==> src/rtl/vgroup_writeback_pkg.sv <==
// Shared constants and helpers for the vector register-group writeback stage.
// Encodings match the vtype decoder.
package vgroup_writeback_pkg;

   localparam int VLEN   = 128;
   localparam int NREG   = 32;
   localparam int VBYTES = VLEN / 8;
   localparam int RIDX_W = 5;

   localparam logic [2:0] SEW_8  = 3'b000;
   localparam logic [2:0] SEW_16 = 3'b001;
   localparam logic [2:0] SEW_32 = 3'b010;

   localparam logic [2:0] LMUL_1 = 3'b000;
   localparam logic [2:0] LMUL_2 = 3'b001;
   localparam logic [2:0] LMUL_4 = 3'b010;
   localparam logic [2:0] LMUL_8 = 3'b011;

   typedef enum logic {
      ST_IDLE  = 1'b0,
      ST_GROUP = 1'b1
   } wb_state_e;

   // Elements per register; 0 for an illegal SEW so nothing is ever active.
   function automatic logic [4:0] epr_of(input logic [2:0] sew_enc);
      case (sew_enc)
         SEW_8:   epr_of = 5'd16;
         SEW_16:  epr_of = 5'd8;
         SEW_32:  epr_of = 5'd4;
         default: epr_of = 5'd0;
      endcase
   endfunction

   function automatic logic [2:0] lmul_last(input logic [2:0] lmul_enc);
      case (lmul_enc)
         LMUL_1:  lmul_last = 3'd0;
         LMUL_2:  lmul_last = 3'd1;
         LMUL_4:  lmul_last = 3'd3;
         LMUL_8:  lmul_last = 3'd7;
         default: lmul_last = 3'd0;
      endcase
   endfunction

   function automatic logic cfg_legal(input logic [2:0] sew_enc, input logic [2:0] lmul_enc);
      cfg_legal = (sew_enc <= SEW_32) && (lmul_enc <= LMUL_8);
   endfunction

endpackage

==> src/rtl/vgroup_writeback_mask_gen.sv <==
// Byte mask for one chunk of a register group: bytes below active*bpe take new data.
// Purely combinational.
module vwb_mask_gen
   import vgroup_writeback_pkg::*;
(
   input  logic [2:0]        sew_enc,
   input  logic [8:0]        vl,
   input  logic [2:0]        idx,
   output logic [VBYTES-1:0] byte_mask,
   output logic              none_active
);

   logic signed [9:0] epr_s;
   logic signed [9:0] idx_s;
   logic signed [9:0] rem;
   logic [4:0]        active;
   logic [4:0]        nbytes;

   always_comb begin
      epr_s  = signed'({5'd0, epr_of(sew_enc)});
      idx_s  = signed'({7'd0, idx});
      rem    = signed'({1'b0, vl}) - idx_s * epr_s;
      active = 5'd0;
      if (rem <= 10'sd0)
         active = 5'd0;
      else if (rem > epr_s)
         active = epr_of(sew_enc);
      else
         active = rem[4:0];

      case (sew_enc)
         SEW_8:   nbytes = active;
         SEW_16:  nbytes = {active[3:0], 1'b0};
         SEW_32:  nbytes = {active[2:0], 2'b00};
         default: nbytes = 5'd0;
      endcase

      byte_mask = '0;
      for (int b = 0; b < VBYTES; b++)
         byte_mask[b] = (5'(b) < nbytes);
      none_active = (active == 5'd0);
   end

endmodule

==> src/rtl/vgroup_writeback.sv <==
// Vector writeback stage: merges ALU chunks of an LMUL register group with old
// destination data under a vl/SEW tail mask and drives the register-file write port.
module vgroup_writeback
   import vgroup_writeback_pkg::*;
(
   input  logic               clk,
   input  logic               rst,
   input  logic               in_valid,
   output logic               in_ready,
   input  logic [VLEN-1:0]    in_data,
   input  logic [RIDX_W-1:0]  in_wa,
   input  logic [2:0]         in_sew_enc,
   input  logic [2:0]         in_lmul_enc,
   input  logic [8:0]         in_vl,
   input  logic               wb_stall,
   output logic [RIDX_W-1:0]  rd_addr,
   input  logic [VLEN-1:0]    rd_data,
   output logic               wen,
   output logic [RIDX_W-1:0]  wa,
   output logic [VLEN-1:0]    wd,
   output logic               group_done,
   output logic               cfg_err
);

   // state    | meaning
   // ST_IDLE  | expecting chunk 0 of a group (idx = 0); config taken from inputs
   // ST_GROUP | chunks 1..LMUL-1 of a group; config taken from latched copy

   wb_state_e         state;
   logic [2:0]        idx;
   logic [RIDX_W-1:0] base_wa;
   logic [2:0]        sew_q;
   logic [2:0]        lmul_q;
   logic [8:0]        vl_q;

   logic              in_idle;
   logic              fire;
   logic              cfg_ok;
   logic              last;
   logic [2:0]        cur_sew;
   logic [2:0]        cur_lmul;
   logic [8:0]        cur_vl;
   logic [2:0]        cur_idx;
   logic [VBYTES-1:0] byte_mask;
   logic              none_active;
   logic              do_write;
   logic [VLEN-1:0]   old_data;
   logic [VLEN-1:0]   merged;

   assign in_ready = !wb_stall;
   assign fire     = in_valid && in_ready;
   assign in_idle  = (state == ST_IDLE);
   assign cur_sew  = in_idle ? in_sew_enc  : sew_q;
   assign cur_lmul = in_idle ? in_lmul_enc : lmul_q;
   assign cur_vl   = in_idle ? in_vl       : vl_q;
   assign cur_idx  = in_idle ? 3'd0        : idx;
   assign rd_addr  = in_idle ? in_wa       : base_wa + {2'b00, idx};
   assign cfg_ok   = !in_idle || cfg_legal(in_sew_enc, in_lmul_enc);
   assign last     = (cur_idx == lmul_last(cur_lmul));
   assign do_write = cfg_ok && !none_active;

   vwb_mask_gen u_mask_gen (
      .sew_enc     (cur_sew),
      .vl          (cur_vl),
      .idx         (cur_idx),
      .byte_mask   (byte_mask),
      .none_active (none_active)
   );

   // The pending write has not reached the register file yet, so it shadows rd_data.
   assign old_data = (wen && (wa == rd_addr)) ? wd : rd_data;

   always_comb begin
      merged = old_data;
      for (int b = 0; b < VBYTES; b++)
         if (byte_mask[b])
            merged[b*8 +: 8] = in_data[b*8 +: 8];
   end

   always_ff @(posedge clk) begin
      if (!rst) begin
         state      <= ST_IDLE;
         idx        <= 3'd0;
         base_wa    <= '0;
         sew_q      <= 3'd0;
         lmul_q     <= 3'd0;
         vl_q       <= 9'd0;
         wen        <= 1'b0;
         wa         <= '0;
         wd         <= '0;
         group_done <= 1'b0;
         cfg_err    <= 1'b0;
      end else if (fire) begin
         wen        <= do_write;
         group_done <= cfg_ok && last;
         cfg_err    <= !cfg_ok;
         if (do_write) begin
            wa <= rd_addr;
            wd <= merged;
         end
         if (in_idle) begin
            base_wa <= in_wa;
            sew_q   <= in_sew_enc;
            lmul_q  <= in_lmul_enc;
            vl_q    <= in_vl;
            if (cfg_ok && !last) begin
               state <= ST_GROUP;
               idx   <= 3'd1;
            end
         end else if (last) begin
            state <= ST_IDLE;
            idx   <= 3'd0;
         end else begin
            idx <= idx + 3'd1;
         end
      end else if (!wb_stall) begin
         wen        <= 1'b0;
         group_done <= 1'b0;
         cfg_err    <= 1'b0;
      end
   end

endmodule

==> config.mk <==
export PLATFORM = sky130hd
export DESIGN_NAME = vgroup_writeback
export DESIGN_NICKNAME = d
export VERILOG_FILES = /design/src/rtl/vgroup_writeback_pkg.sv /design/src/rtl/vgroup_writeback_mask_gen.sv /design/src/rtl/vgroup_writeback.sv
export SDC_FILE = /design/constraint.sdc
export NUM_CORES = 1
export LEC_CHECK = 0
export BUFFER_PORTS_ARGS = -buffer_cell sky130_fd_sc_hd__clkbuf_2
export CAP_MARGIN = 10
export CORE_AREA = 2 2 163 165
export CTS_BUF_LIST = sky130_fd_sc_hd__clkbuf_2
export DETAILED_ROUTE_END_ITERATION = 10
export DIE_AREA = 0 0 165 167
export GPL_TIMING_DRIVEN = 1
export RECOVER_POWER = 50
export REMOVE_ABC_BUFFERS = 1
export SLEW_MARGIN = 20
export SYNTH_ARGS = -nofsm -noshare
export SYNTH_HDL_FRONTEND = slang
export SYNTH_SLANG_ARGS = --single-unit
==> constraint.sdc <==
create_clock -name clk -period 7.75 [get_ports clk]
set_input_delay 0.775 -clock clk [delete_from_list [all_inputs] [get_ports clk]]
set_output_delay 0.775 -clock clk [all_outputs]
set_load 0.1 [all_outputs]
# ---- Word-level counts from Yosys, hierarchy flattened
# Cells that the tools add are included.
dict set report word_totals {
  out_inout_bits 142
  latch_bits 0
  ff_bits 160
  ramBits 0
  elab_cells 145
  mem_count 0
  romBits 0
}
dict set report op_classes {
  div_mod_pow 0
  multipliers 1
  n_mux 37
  n_eq_ne 24
  shift 0
  n_addsub 3
  bitwise 1
  magnitude_cmp 20
  reduce_logical 33
}
# op count
set op_table {}
lappend op_table {{$mux 128} 1}
lappend op_table {{$mux 8} 16}
lappend op_table {{$reduce_and 3->1} 16}
lappend op_table {{$lt 4x5->1 const A} 8}
lappend op_table {{$ne 2x2->1 const B} 16}
lappend op_table {{$pmux 5 s3} 2}
lappend op_table {{$lt 3x5->1 const A} 4}
lappend op_table {{$mux 3} 6}
lappend op_table {{$mux 5} 3}
lappend op_table {{$gt 10x6->1} 1}
lappend op_table {{$le 10x1->1 const B} 1}
lappend op_table {{$lt 1x5->1 const A} 2}
lappend op_table {{$lt 2x5->1 const A} 2}
lappend op_table {{$sub 10x10->10} 1}
lappend op_table {{$eq 3x2->1 const B} 3}
lappend op_table {{$mux 9} 1}
lappend op_table {{$pmux 3 s3} 1}
lappend op_table {{$mul 3x5->8} 1}
lappend op_table {{$mux 1} 7}
lappend op_table {{$eq 3x1->1 const B} 2}
lappend op_table {{$le 3x2->1 const B} 2}
lappend op_table {{$logic_and 1x1->1} 6}
lappend op_table {{$reduce_and 2->1} 3}
lappend op_table {{$add 5x3->5} 1}
lappend op_table {{10 further kinds} 13}

# ---- Longest topological paths before layout
# Gate-level depths: netlist of the first run.
dict set report depth {
  word_depth 12
  depth_mapped 24
}

# ---- By module
# A second synthesis of the first run with hierarchy kept.
dict set report unflattened {
  cells_unflattened 1358
  hier_area_um2 11003.1
}
# module area_per_inst_um2 n_inst cells_each
set modules_own_cells {}
lappend modules_own_cells {vgroup_writeback 10104.7 1 1226}
lappend modules_own_cells {vwb_mask_gen 898.4 1 132}

# ---- Least setup slack after synthesis of the first run
# No wires, ideal clock.
dict set report synth_timing {
  path_type {register to register}
  from {reg state}
  to {reg wd[23]}
  synth_period_minus_slack_ns 5.609
  slack_ns 2.141
  setup_time_ns 0.118
  t_required_ns 7.632
  stages_incl_launch_ff 24
  arrival_ns 5.491
  path_cell_list {dfxtp_1 -> buf_6 -> buf_6 -> buf_2 -> buf_1 -> clkbuf_1 -> nand3_1 -> fa_1 -> inv_1 -> ha_1 -> inv_1 -> fa_1 -> xor2_1 -> ha_1 -> a21o_1 -> and2_1 -> or4_4 -> a31oi_4 -> o22ai_2 -> a211oi_4 -> nand2b_4 -> buf_6 -> or3_1 -> o2111a_1}
}
dict set report synth_between {
  elab_chain_cells 12
  elab_cells_between_ends 25
  classes_between {1 x add/sub; 1 x mul; 3 x order compare; 4 x eq/ne; 9 x mux; 7 x reduce/logical}
}
# item line
set synth_rtl {}
lappend synth_rtl {{start, declared} vgroup_writeback.sv:29} ;# wb_state_e state;
lappend synth_rtl {{start signal, assigned} vgroup_writeback.sv:82} ;# state <= ST_IDLE;
lappend synth_rtl {{start signal, assigned} vgroup_writeback.sv:107} ;# state <= ST_GROUP;
lappend synth_rtl {{start signal, assigned} vgroup_writeback.sv:111} ;# state <= ST_IDLE;
lappend synth_rtl {{$mux 3} --}
lappend synth_rtl {{$eq 3x2->1, or another cell as far along} {vgroup_writeback_pkg.sv:26, vgroup_writeback_mask_gen.sv:31}}
lappend synth_rtl {{$pmux 5 s3} vgroup_writeback_pkg.sv:26} ;# case (sew_enc)
lappend synth_rtl {{$mul 3x5->8} vgroup_writeback_mask_gen.sv:22} ;# rem = signed'({1'b0, vl}) - idx_s * epr_s;
lappend synth_rtl {{$sub 10x10->10} vgroup_writeback_mask_gen.sv:22}
lappend synth_rtl {{$gt 10x6->1} vgroup_writeback_mask_gen.sv:26} ;# else if (rem > epr_s)
lappend synth_rtl {{$mux 5} vgroup_writeback_mask_gen.sv:26}
lappend synth_rtl {{$mux 5} vgroup_writeback_mask_gen.sv:24} ;# if (rem <= 10'sd0)
lappend synth_rtl {{$pmux 5 s3 / $logic_not 5->1 (equally long branches)} {vgroup_writeback_mask_gen.sv:31, vgroup_writeback_mask_gen.sv:41}}
lappend synth_rtl {{$lt 2x5->1 / $logic_not 1->1 (equally long branches)} {vgroup_writeback_mask_gen.sv:40, vgroup_writeback.sv:60}}
lappend synth_rtl {{$ne 2x2->1 (no source line) / $logic_and 1x1->1 (equally long branches)} --}
lappend synth_rtl {{$reduce_and 3->1 (no source line)} --}
lappend synth_rtl {{end signal, assigned} vgroup_writeback.sv:99} ;# wd <= merged;
lappend synth_rtl {{end, declared} vgroup_writeback.sv:20} ;# output logic [VLEN-1:0] wd,
# Several ways; a longest one is shown, not always the timed one.
# A chain may end at the register's enable or synchronous reset.

# ---- Worst setup path after layout of the first run
dict set report layout_timing {
  from {reg state}
  to {reg wd[64]}
}
dict set report layout_between {
  elab_chain_cells 12
  elab_cells_between_ends 25
  classes_between {1 x add/sub; 1 x mul; 3 x order compare; 4 x eq/ne; 9 x mux; 7 x reduce/logical}
}
# item line
set layout_rtl {}
lappend layout_rtl {{$mux 3} --}
lappend layout_rtl {{$eq 3x2->1, or another cell as far along} {vgroup_writeback_pkg.sv:26, vgroup_writeback_mask_gen.sv:31}}
lappend layout_rtl {{$pmux 5 s3} vgroup_writeback_pkg.sv:26}
lappend layout_rtl {{$mul 3x5->8} vgroup_writeback_mask_gen.sv:22}
lappend layout_rtl {{$sub 10x10->10} vgroup_writeback_mask_gen.sv:22}
lappend layout_rtl {{$gt 10x6->1} vgroup_writeback_mask_gen.sv:26}
lappend layout_rtl {{$mux 5} vgroup_writeback_mask_gen.sv:26}
lappend layout_rtl {{$mux 5} vgroup_writeback_mask_gen.sv:24}
lappend layout_rtl {{$pmux 5 s3 / $logic_not 5->1 (equally long branches)} {vgroup_writeback_mask_gen.sv:31, vgroup_writeback_mask_gen.sv:41}}
lappend layout_rtl {{$lt 4x5->1 / $logic_not 1->1 (equally long branches)} {vgroup_writeback_mask_gen.sv:40, vgroup_writeback.sv:60}}
lappend layout_rtl {{$ne 2x2->1 (no source line) / $logic_and 1x1->1 (equally long branches)} --}
lappend layout_rtl {{$reduce_and 3->1 (no source line)} --}
# Several ways; a longest one is shown, not always the timed one.

==> results of run 1 <==
-- power by group through the flow --
| stage | Clock (mW) | Combinational (mW) | Sequential, mW |
|---|---|---|---|
| 6_report | 0.420 | 0.482 | 0.859 |
| 5_1_grt | 0.476 | 0.518 | 0.863 |
| 4_1_cts | 0.444 | 0.489 | 0.860 |
| 3_5_place_dp | 0 | 0.488 | 0.874 |
| 3_3_place_gp | 0 | 0.484 | 0.874 |
| 2_1_floorplan | 0 | 0.208 | 0.991 |
-- worst max path at each step --
stage,startpoint,to,slack (ns),cells past startpoint
after CTS,state,wd[64],1.20,19
after global placement,in_sew_enc[0],wd[75],1.30,19
after global routing,state,wd[67],0.67,19
final,state,wd[64],1.29,19
after floorplan,state,wd[64],1.54,18
after detailed placement,in_sew_enc[0],wd[64],1.07,19
-- synth_stat cells (10+ instances only) --
cell	instances
clkbuf_1	23
mux2_2	12
o21ai_0	115
buf_4	10
inv_1	15
nor2_1	38
a21boi_0	21
buf_2	10
o21ai_1	17
a21oi_4	13
mux2i_1	113
or3_1	16
dfxtp_1	160
nor3_1	21
nand2_1	94
nor2b_1	11
a21oi_1	116
ha_1	18
-- through the flow --
stage,utilization [%],instance area (um2),worst slack (ns),power (mW)
after global placement,41.9,10800,1.30,1.36
after floorplan,-,8240,1.54,1.20
final,42.1,10800,1.29,1.76
after global routing,42.1,10800,0.669,1.86
after detailed placement,41.9,10800,1.07,1.36
after CTS,42.7,11000,1.20,1.79
-- critical path: stages (launching register included) --
cell      delay (ns)
dfxtp_1         0.42
buf_4           0.47
mux2_2          0.46
nand4_1         0.13
fa_1            0.43
inv_1           0.07
ha_1            0.16
inv_1           0.05
fa_1            0.37
xor2_1          0.16
ha_1            0.32
a21o_1          0.23
a211oi_1        0.28
o211ai_1        0.20
a221oi_2        0.91
and2_1          0.68
nand2_1         0.20
a21oi_2         0.53
o21ai_0         0.18
a21oi_1         0.15
-- state kept, by name, indices dropped and copies added, names as in the netlist --
name	count
sew_q	3
base_wa	5
wd	128
vl_q	9
idx	3
wen	1
cfg_err	1
wa	5
state	1
group_done	1
lmul_q	3
-- cell families after synthesis --
family                     Yosys count  share of synthesized area, %
buffers and inverters               67                          4.23
and+or+nand+nor                    221                          12.4
muxes                              125                          14.8
DFF                                160                          37.5
adders and majority gates           21                          3.34
xor gates and xnor gates            13                          1.33
AOI/OAI and AO/OA                  348                          26.4
-- final cells by class --
class,count,area (um2),area share [%]
tap,335,419,3.87
multi-input combinational,728,4980,46.0
antenna,1,2.50,0.0231
sequential,160,3200,29.6
clock buffer,18,90.1,0.831
timing repair buffer,425,1980,18.3
clock inverter,13,105,0.970
inverter,15,56.3,0.520
-- metal layers --
metal	wire length (um)	GRT usage (%)	vias up
li1	-	-	4241
met1	13100	26.9	3885
met2	14400	35.5	302
met3	2240	5.60	29
met4	624	6.43	0
met5	0	0	-
==> out/qor.yml, run 1 <==
status:
  status: "finished, violations left"
  violations: "capacitance limit, slew limit"
route:
  wirelength_mm: 30.3
  drt_iter0_markers: 412
  drc: 0
  viasPerCell: 4.99
  ant_nets: 0
  wire_per_inst_um: 17.9
  vias: 8457
  dr.pass1.iters: 7
global_route:
  antenna_found_initial: 1
  grt_use_total_pct: 21.3
  grt_pass1_wl_mm: 45.4
  grt-ovfl-total: 0
  grt_pass1_vias: 8206
  grt_max_degree: 93
layout:
  fill_cells: 2718
  drive_above_1_share_pct: 28.2
  final_cell_mix: "311 x clkbuf_2, 160 x dfxtp_1, 127 x clkbuf_1"
  final_common_cell: "clkbuf_2"
  finalNonFillerCells: 1695
  areaGrowthSynthToFinish_pct: 26.8
  final_nets: 1648
setup_path:
  cp-end-kind: "flop"
  worstPathArrival_ns: 7.14
  required_ns: 8.43
  worstPathMaxFanout: 50
  reg2reg_depth: 19
  r2r-end: "wd[64]"
  rrSetupSlack_ns: 1.29
  critical_path_class: "reg2reg"
  r2r-start: "state"
  start_kind: "flop"
floorplanning:
  core_region_area_um2: 25800
  io_pins: 422
  floorplan.die.height_um: 167
  fp-row-count: 59
  die_w_um: 165
  start_util_pct: 33.2
  die-area_um2: 27600
cts:
  cts_num_sinks: 160
  worstSkewPairLatency_ns: 0.74
  cts_buffers: 17
  cts_tree: "built"
  cts_resized: 0
  cts_setup_buffers: 0
  ctsLongestPathBuffers: 2
  htree_levels: 4
  hold_buffers: 0
  cts_root_buf: "clkbuf_2"
  path_clk_slew_ns: 0.30
pwr:
  switchingPower_mw: 0.670
  p_int_mw: 1.09
  swShare_pct: 38.1
  p_leak_nw: 4.77
  power_frac_comb_pct: 27.4
  p_per_area_nw_per_um2: 162
  ir_drop_mv: 0.0869
  clkPwrFrac_pct: 23.8
  seq_power_share_pct: 48.8
place:
  place_congestion: 0.845
  dp_hpwl_mm: 23.6
  numPortBuffers: 421
  post-place-cells: 1663
logic_synthesis:
  seq_area_frac_synth_pct: 37.5
  synth_top_area_share_pct: 37.5
  synth.avg_cell_area_um2: 8.95
  synth_edf_count: 0
  ys_ff_latch: 160
  yosys.cell_types.count: 65
  synthTopCellsByArea: "dfxtp_1 37%, mux2i_1 13%, a21oi_1 6.8%"
  synthesis.area_um2: 8550
  async_reset_ff_share_pct: 0
  synthCells: 955
  yosys_warnings: 0
  yosys.area.top_type: "dfxtp_1"
  synth-main-ff-cell: "dfxtp_1"
sta:
  worst_pin_slew_ns: 1.53
  skew_ns: 0.0597
  fin_crit_sh_pct: 83.3
  hold_viol: 0
  hold_ws_ns: 0.230
  slew-limit-headroom_pct: -2.49
  setup_viol: 0
  setup_tns_ns: 0
  fmax_ghz: 0.155
  rsz0062_at_grt: "no"
  maxSlewViolCount: 22
  min_period_ns: 6.46
worst_hold_path:
  min-delay-start: "rd_data[122]"
  whs_path_depth: 3
  hold_end: "wd[122]"
  hold_class: "in2reg"
job:
  drv_cap: 1
Note: power is estimated with default switching activity, not from simulation.
==> run 2, diff against run 1 <==
- clock period: 7.75 -> 5.6 ns (I/O delays scaled with it)
==> run 2 against run 1 <==
Against the previous run:
- the flow still finishes with violations (capacitance limit, slew limit)
- cell area increased by 6.3%
- register-to-register slack got worse by 0.98 ns
- worst setup slack got worse by 0.98 ns
- critical path depth increased by 2
- via count increased by 3.7%
- clock power increased by 57%
- cell count increased by 4.0%
- combinational power increased by 47%
- routed wire length increased by 1.1%
- largest cell class unchanged
- highest routed layer unchanged
==> out/qor.yml, run 2 (synthesis results as in run 1) <==
route:
  wirelength_mm: 30.7  # was 30.3 mm
  ant_nets: 0  # unchanged
  wire_per_inst_um: 17.4  # was 17.9 um
  drc: 0  # unchanged
  viasPerCell: 4.98  # was 4.99
  drt_iter0_markers: 530  # was 412
  dr.pass1.iters: 5  # was 7
  vias: 8772  # was 8,457
sta:
  min_period_ns: 5.29  # was 6.46 ns
  fin_crit_sh_pct: 94.5  # was 83.3%
  hold_viol: 0  # unchanged
  fmax_ghz: 0.189  # was 0.155 GHz
  skew_ns: 0.0452  # was 0.0597 ns
  maxSlewViolCount: 22  # unchanged
  worst_pin_slew_ns: 1.52  # was 1.53 ns
  rsz0062_at_grt: "no"  # unchanged
  worst_slack_ns: 0.308  # was 1.29 ns
  hold_ws_ns: 0.0888  # was 0.230 ns
  setup_viol: 0  # unchanged
  slew-limit-headroom_pct: -1.59  # was -2.49%
setup_path:
  reg2reg_depth: 21  # was 19
  cp-end-kind: "flop"  # unchanged
  path_common_cell: "buf_4"
  required_ns: 6.25  # was 8.43 ns
  r2r-end: "wd[18]"  # was wd[64]
  critical_path.cell_chain: "buf_4 > nor3_1 > a21o_1 > buf_4 > nand2_1 > nor2_1 > ha_1 > inv_1 > fa_1 > xor2_1 > ha_1 > a21o_1 > a211oi_1 > or4_4 > a31oi_4 > o31ai_1 > a21oi_2 > buf_4 > nor2_1 > a21oi_4 > o2111a_1"  # was buf_4 > mux2_2 > nand4_1 > fa_1 > inv_1 > ha_1 > inv_1 > fa_1 > xor2_1 > ha_1 > a21o_1 > a211oi_1 > o211ai_1 > a221oi_2 > and2_1 > nand2_1 > a21oi_2 > o21ai_0 > a21oi_1
  r2r-start: "state"  # unchanged
  critical_path_class: "reg2reg"  # unchanged
  slowest_stage: "nor2_1"  # was a221oi_2
  worstPathMaxFanout: 23  # was 50
  worstPathArrival_ns: 5.94  # was 7.14 ns
  rrSetupSlack_ns: 0.31  # was 1.29 ns
  start_kind: "flop"  # unchanged
  max_stage_delay_ns: 0.52  # was 0.91 ns
global_route:
  grt_max_degree: 87  # was 93
  grt_use_total_pct: 21.1  # was 21.3%
  grt_pass1_wl_mm: 45.3  # was 45.4 mm
  grt_pass1_vias: 8235  # was 8,206
  antenna_found_initial: 1  # unchanged
  grt-ovfl-total: 0  # unchanged
place:
  numPortBuffers: 421  # unchanged
  dp_hpwl_mm: 23.5  # was 23.6 mm
  place_ws_ns: 0.0280  # was 1.07 ns
  post-place-cells: 1678  # was 1,663
  place_congestion: 0.853  # was 0.845
worst_hold_path:
  hold_end: "wd[110]"  # was wd[122]
  hold_class: "in2reg"  # unchanged
  whs_path_depth: 3  # unchanged
  min-delay-start: "rd_data[110]"  # was rd_data[122]
layout:
  multi_input_area_um2: 4990  # was 4980 um2
  finish.utilization_pct: 44.7  # was 42.1%
  top_register: "wd"  # unchanged
  fill_cells: 2663  # was 2,718
  drive_above_1_share_pct: 28.4  # was 28.2%
  final_common_cell: "clkbuf_2"  # unchanged
  finalNonFillerCells: 1763  # was 1,695
  areaGrowthSynthToFinish_pct: 34.8  # was 26.8%
  largest_reg_flops: 128  # unchanged
  regArea_um2: 3200  # unchanged
  reg_top3: "wd x128, vl_q x9"  # unchanged
  final_nets: 1716  # was 1,648
  final_cell_mix: "310 x clkbuf_2, 160 x dfxtp_1, 127 x clkbuf_1"  # was 311 x clkbuf_2, 160 x dfxtp_1, 127 x clkbuf_1
cts:
  cts_root_buf: "clkbuf_2"  # unchanged
  worstSkewPairLatency_ns: 0.74  # about the same
  htree_levels: 4  # unchanged
  cts_num_sinks: 160  # unchanged
  path_clk_slew_ns: 0.28  # was 0.30 ns
  cts_tree: "built"  # unchanged
  cts_buffers: 17  # unchanged
  ctsLongestPathBuffers: 2  # unchanged
status:
  violations: "capacitance limit, slew limit"  # unchanged
  status: "finished, violations left"  # unchanged
job:
  drv_cap: 1  # unchanged
floorplanning:
  io_pins: 422  # unchanged
  floorplan.die.height_um: 167  # unchanged
  start_util_pct: 33.2  # unchanged
  fp-row-count: 59  # unchanged
  core_region_area_um2: 25800  # unchanged
  die_w_um: 165  # unchanged
  die-area_um2: 27600  # unchanged
pwr:
  ir_drop_mv: 0.114  # was 0.0869 mV
  total_power_mw: 2.56  # was 1.76 mW
  p_leak_nw: 5.12  # was 4.77 nW
  p_per_area_nw_per_um2: 222  # was 162 nW/um2
-- run 2: worst max-delay path by stage --
stage | cells past startpoint | slack [ns] | startpoint | end
finish | 21 | 0.31 | state | wd[18]
global route | 20 | 0.002 | state | wd[104]
CTS | 20 | 0.11 | state | wd[66]
detailed placement | 19 | 0.03 | in_sew_enc[0] | wd[66]
global placement | 19 | 0.20 | in_sew_enc[0] | wd[70]
floorplan | 18 | -0.61 | state | wd[64]
-- run 2: worst max-delay path: cells and delay by family, from the launching register on --
family	cells	cell delay, ns
adder cells (fa/ha/maj)	3	1.02
AO/OA/AOI/OAI	8	1.81
XOR/XNOR	1	0.15
buffers and inverters	4	0.74
AND/OR/NAND/NOR	5	1.02
flip-flops	1	0.47
-- run 2: final cells by class --
cell class | instances | area share (%)
inverters | 15 | 0.489
flip-flops and latches | 160 | 27.8
clock buffers | 17 | 0.738
clock inverters | 14 | 1.27
diodes | 1 | 0.0217
repair buffers | 493 | 22.7
well taps | 335 | 3.64
multi-input cells | 728 | 43.3
-- run 2: repair_timing --
action,CTS,global route
setup buffers,0,6
hold buffers,28,19
gates resized for setup,0,2
endpoints found under the setup margin,0,72
endpoints found under the hold margin,25,14
-- run 2: through the flow --
stage               setup TNS (ns)  cell area [um2]
floorplan                   -56.61             8240
global placement                 0            10900
detailed placement               0            10900
CTS                              0            11400
global route                     0            11500
finish                           0            11500
-- run 2: where the power goes --
group / switching (mW) / leakage (nW) / internal (mW)
Sequential: 0.0171 / 1.29 / 1.17
Combinational: 0.464 / 3.68 / 0.243
Clock: 0.481 / 0.144 / 0.179
Total: 0.962 / 5.12 / 1.59
-- run 2: routing by layer --
metal | wire, um | global-route usage [%] | vias to the layer above
met5 | 0 | 0 | -
met3 | 2090 | 4.71 | 27
met4 | 373 | 4.31 | 0
met1 | 13500 | 27.5 | 4050
met2 | 14700 | 35.8 | 307
li1 | - | - | 4388
==> run 3, diff against run 2 <==
- clock period: 5.6 -> 4.8 ns (I/O delays scaled with it)
==> run 3 against run 2 <==
Against the previous run:
- the flow finishes with violations (setup timing)
- worst setup slack lost 0.32 ns
- routed wire length grew 22%
- fmax grew 9.9%
- sequential share of layout area shrank 6.3 points
- clock skew grew 0.0028 ns
- critical endpoint is now wd[49]
==> out/qor.yml, run 3 (synthesis results as in run 1) <==
sta:
  maxSlewViolCount: 0  # was 22
  worst_slack_ns: -0.0163  # was 0.308 ns
  fmax_ghz: 0.208  # was 0.189 GHz
  fin_crit_sh_pct: 100  # was 94.5%
  hold_viol: 0  # unchanged
  min_period_ns: 4.82  # was 5.29 ns
  slew-limit-headroom_pct: 13.5  # was -1.59%
  setup_viol: 2  # was 0
  worst_pin_slew_ns: 1.30  # was 1.52 ns
  hold_ws_ns: 0.0986  # was 0.0888 ns
  rsz0062_at_grt: "yes"  # was no
  skew_ns: 0.0479  # was 0.0452 ns
setup_path:
  r2r-end: "wd[49]"  # was wd[18]
  critical_path_class: "reg2reg"  # unchanged
  worstPathArrival_ns: 5.47  # was 5.94 ns
  rrSetupSlack_ns: -0.02  # was 0.31 ns
  r2r-start: "state"  # unchanged
  reg2reg_depth: 20  # was 21
  required_ns: 5.45  # was 6.25 ns
  worstPathMaxFanout: 12  # was 23
  start_kind: "flop"  # unchanged
  cp-end-kind: "flop"  # unchanged
  crit_start: "state"  # unchanged
cts:
  cts_root_buf: "clkbuf_2"  # unchanged
  worstSkewPairLatency_ns: 0.74  # about the same
  ctsLongestPathBuffers: 2  # unchanged
  cts_tree: "built"  # unchanged
  htree_levels: 4  # unchanged
  path_clk_slew_ns: 0.24  # was 0.28 ns
  cts_buffers: 17  # unchanged
  cts_num_sinks: 160  # unchanged
worst_hold_path:
  hold_end: "wd[71]"  # was wd[110]
  whs_path_depth: 3  # unchanged
  min-delay-start: "in_data[71]"  # was rd_data[110]
  hold_class: "in2reg"  # unchanged
job:
  drv_cap: 0  # was 1
layout:
  fill_cells: 2224  # was 2,663
  drive_above_1_share_pct: 34.1  # was 28.4%
  final_common_cell: "clkbuf_2"  # unchanged
  areaGrowthSynthToFinish_pct: 74.8  # was 34.8%
  top_register: "wd"  # unchanged
  finish.utilization_pct: 58.0  # was 44.7%
  reg_top3: "wd x128, vl_q x9"  # unchanged
  final_nets: 1998  # was 1,716
  largest_reg_flops: 128  # unchanged
  final_cell_mix: "370 x clkbuf_2, 246 x dlygate4sd3_1, 157 x dfxtp_1"  # was 310 x clkbuf_2, 160 x dfxtp_1, 127 x clkbuf_1
floorplanning:
  core_region_area_um2: 25800  # unchanged
  floorplan.die.height_um: 167  # unchanged
  die-area_um2: 27600  # unchanged
  start_util_pct: 33.2  # unchanged
  die_w_um: 165  # unchanged
  fp-row-count: 59  # unchanged
  io_pins: 422  # unchanged
route:
  dr.pass1.iters: 5  # unchanged
  ant_nets: 0  # unchanged
  viasPerCell: 5.11  # was 4.98
  drt_iter0_markers: 913  # was 530
  drc: 0  # unchanged
  vias: 10446  # was 8,772
  wirelength_mm: 37.5  # was 30.7 mm
  wire_per_inst_um: 18.3  # was 17.4 um
global_route:
  grt_max_degree: 110  # was 87
  grt_use_total_pct: 26.0  # was 21.1%
  grt_pass1_wl_mm: 56.3  # was 45.3 mm
  antenna_found_initial: 2  # was 1
  grt-ovfl-total: 0  # unchanged
  grt_pass1_vias: 10535  # was 8,235
status:
  status: "finished, violations left"  # unchanged
  violations: "setup timing"  # was capacitance limit, slew limit
place:
  dp_hpwl_mm: 23.7  # was 23.5 mm
  place_congestion: 0.831  # was 0.853
  place_ws_ns: -0.201  # was 0.0280 ns
  numPortBuffers: 421  # unchanged
pwr:
  ir_drop_mv: 0.115  # was 0.114 mV
  p_leak_nw: 6.74  # was 5.12 nW
  p_per_area_nw_per_um2: 216  # was 222 nW/um2
  total_power_mw: 3.23  # was 2.56 mW
==> run 3: cell types whose count changed in the layout (fill, tap and decap cells not counted), moves of 10 or more <==
cell	previous run	this run
clkbuf_1	127	69
o21ai_1	17	37
buf_4	25	60
buf_6	0	10
clkbuf_2	310	370
buf_12	1	30
dlygate4sd3_1	47	246
o21ai_0	115	88
==> run 3: repair_timing <==
| action | in CTS | in global routing |
|---|---|---|
| hold buffers | 246 | 0 |
| endpoints found under the setup margin | 129 | 133 |
| hold endpoints to repair | 135 | 0 |
| gates resized for setup | 26 | 75 |
| buffers inserted | 10 | 19 |
| pin swaps | 8 | 14 |
| cloned | 2 | 6 |
==> run 3: worst max path at each step <==
stage	to	slack, ns	cells after the start
2_1_floorplan	wd[64]	-1.41	18
3_3_place_gp	wd[91]	-0.14	21
3_5_place_dp	wd[56]	-0.20	20
4_1_cts	wd[28]	0.005	21
5_1_grt	wd[28]	-0.20	21
6_report	wd[49]	-0.02	20
==> run 3: metal layers <==
metal	global-route usage, %	part of all wire, %	up-vias
met3	6.58	7.1	126
li1	-	-	4963
met1	31.3	41	4817
met4	13.3	4.8	0
met5	0	0	-
met2	42.6	47	540
==> run 3: report_power, final <==
| group | internal [mW] | switching [mW] | total, mW |
|---|---|---|---|
| clock network | 0.199 | 0.540 | 0.740 |
| registers | 1.37 | 0.0215 | 1.39 |
| logic | 0.481 | 0.618 | 1.10 |
| total | 2.05 | 1.18 | 3.23 |
==> run 3: critical path, cell delays in order (launching register included) <==
cell,delay (ns)
dfxtp_4,0.44
mux2i_2,0.25
nand4_1,0.14
fa_1,0.46
inv_2,0.08
ha_4,0.14
inv_2,0.04
fa_2,0.33
xor2_1,0.15
ha_1,0.29
a21o_1,0.22
and2_4,0.16
or4_4,0.49
a31oi_4,0.26
o22ai_4,0.12
a211o_4,0.40
buf_12,0.17
a31oi_4,0.17
buf_12,0.15
o21ai_0,0.09
a21oi_1,0.20
==> run 3: layout make-up <==
type / instances / area, um2 / share of cell area [%]
Clock buffer: 18 / 90.1 / 0.603
Sequential cell: 160 / 3210 / 21.5
Tap cell: 335 / 419 / 2.81
Timing Repair Buffer: 775 / 5830 / 39.0
Antenna cell: 2 / 5.00 / 0.0335
Multi-Input combinational cell: 728 / 5200 / 34.8
Clock inverter: 13 / 131 / 0.880
Inverter: 15 / 56.3 / 0.377
==> run 3: per-stage QoR <==
stage	cells	area [um2]	setup TNS [ns]
floorplan	903	8240	-162.91
global placement	1732	11700	-13.62
detailed placement	1732	11700	-19.60
CTS	2021	14600	0
global route	2046	14900	-10.48
finish	2046	14900	-0.0293
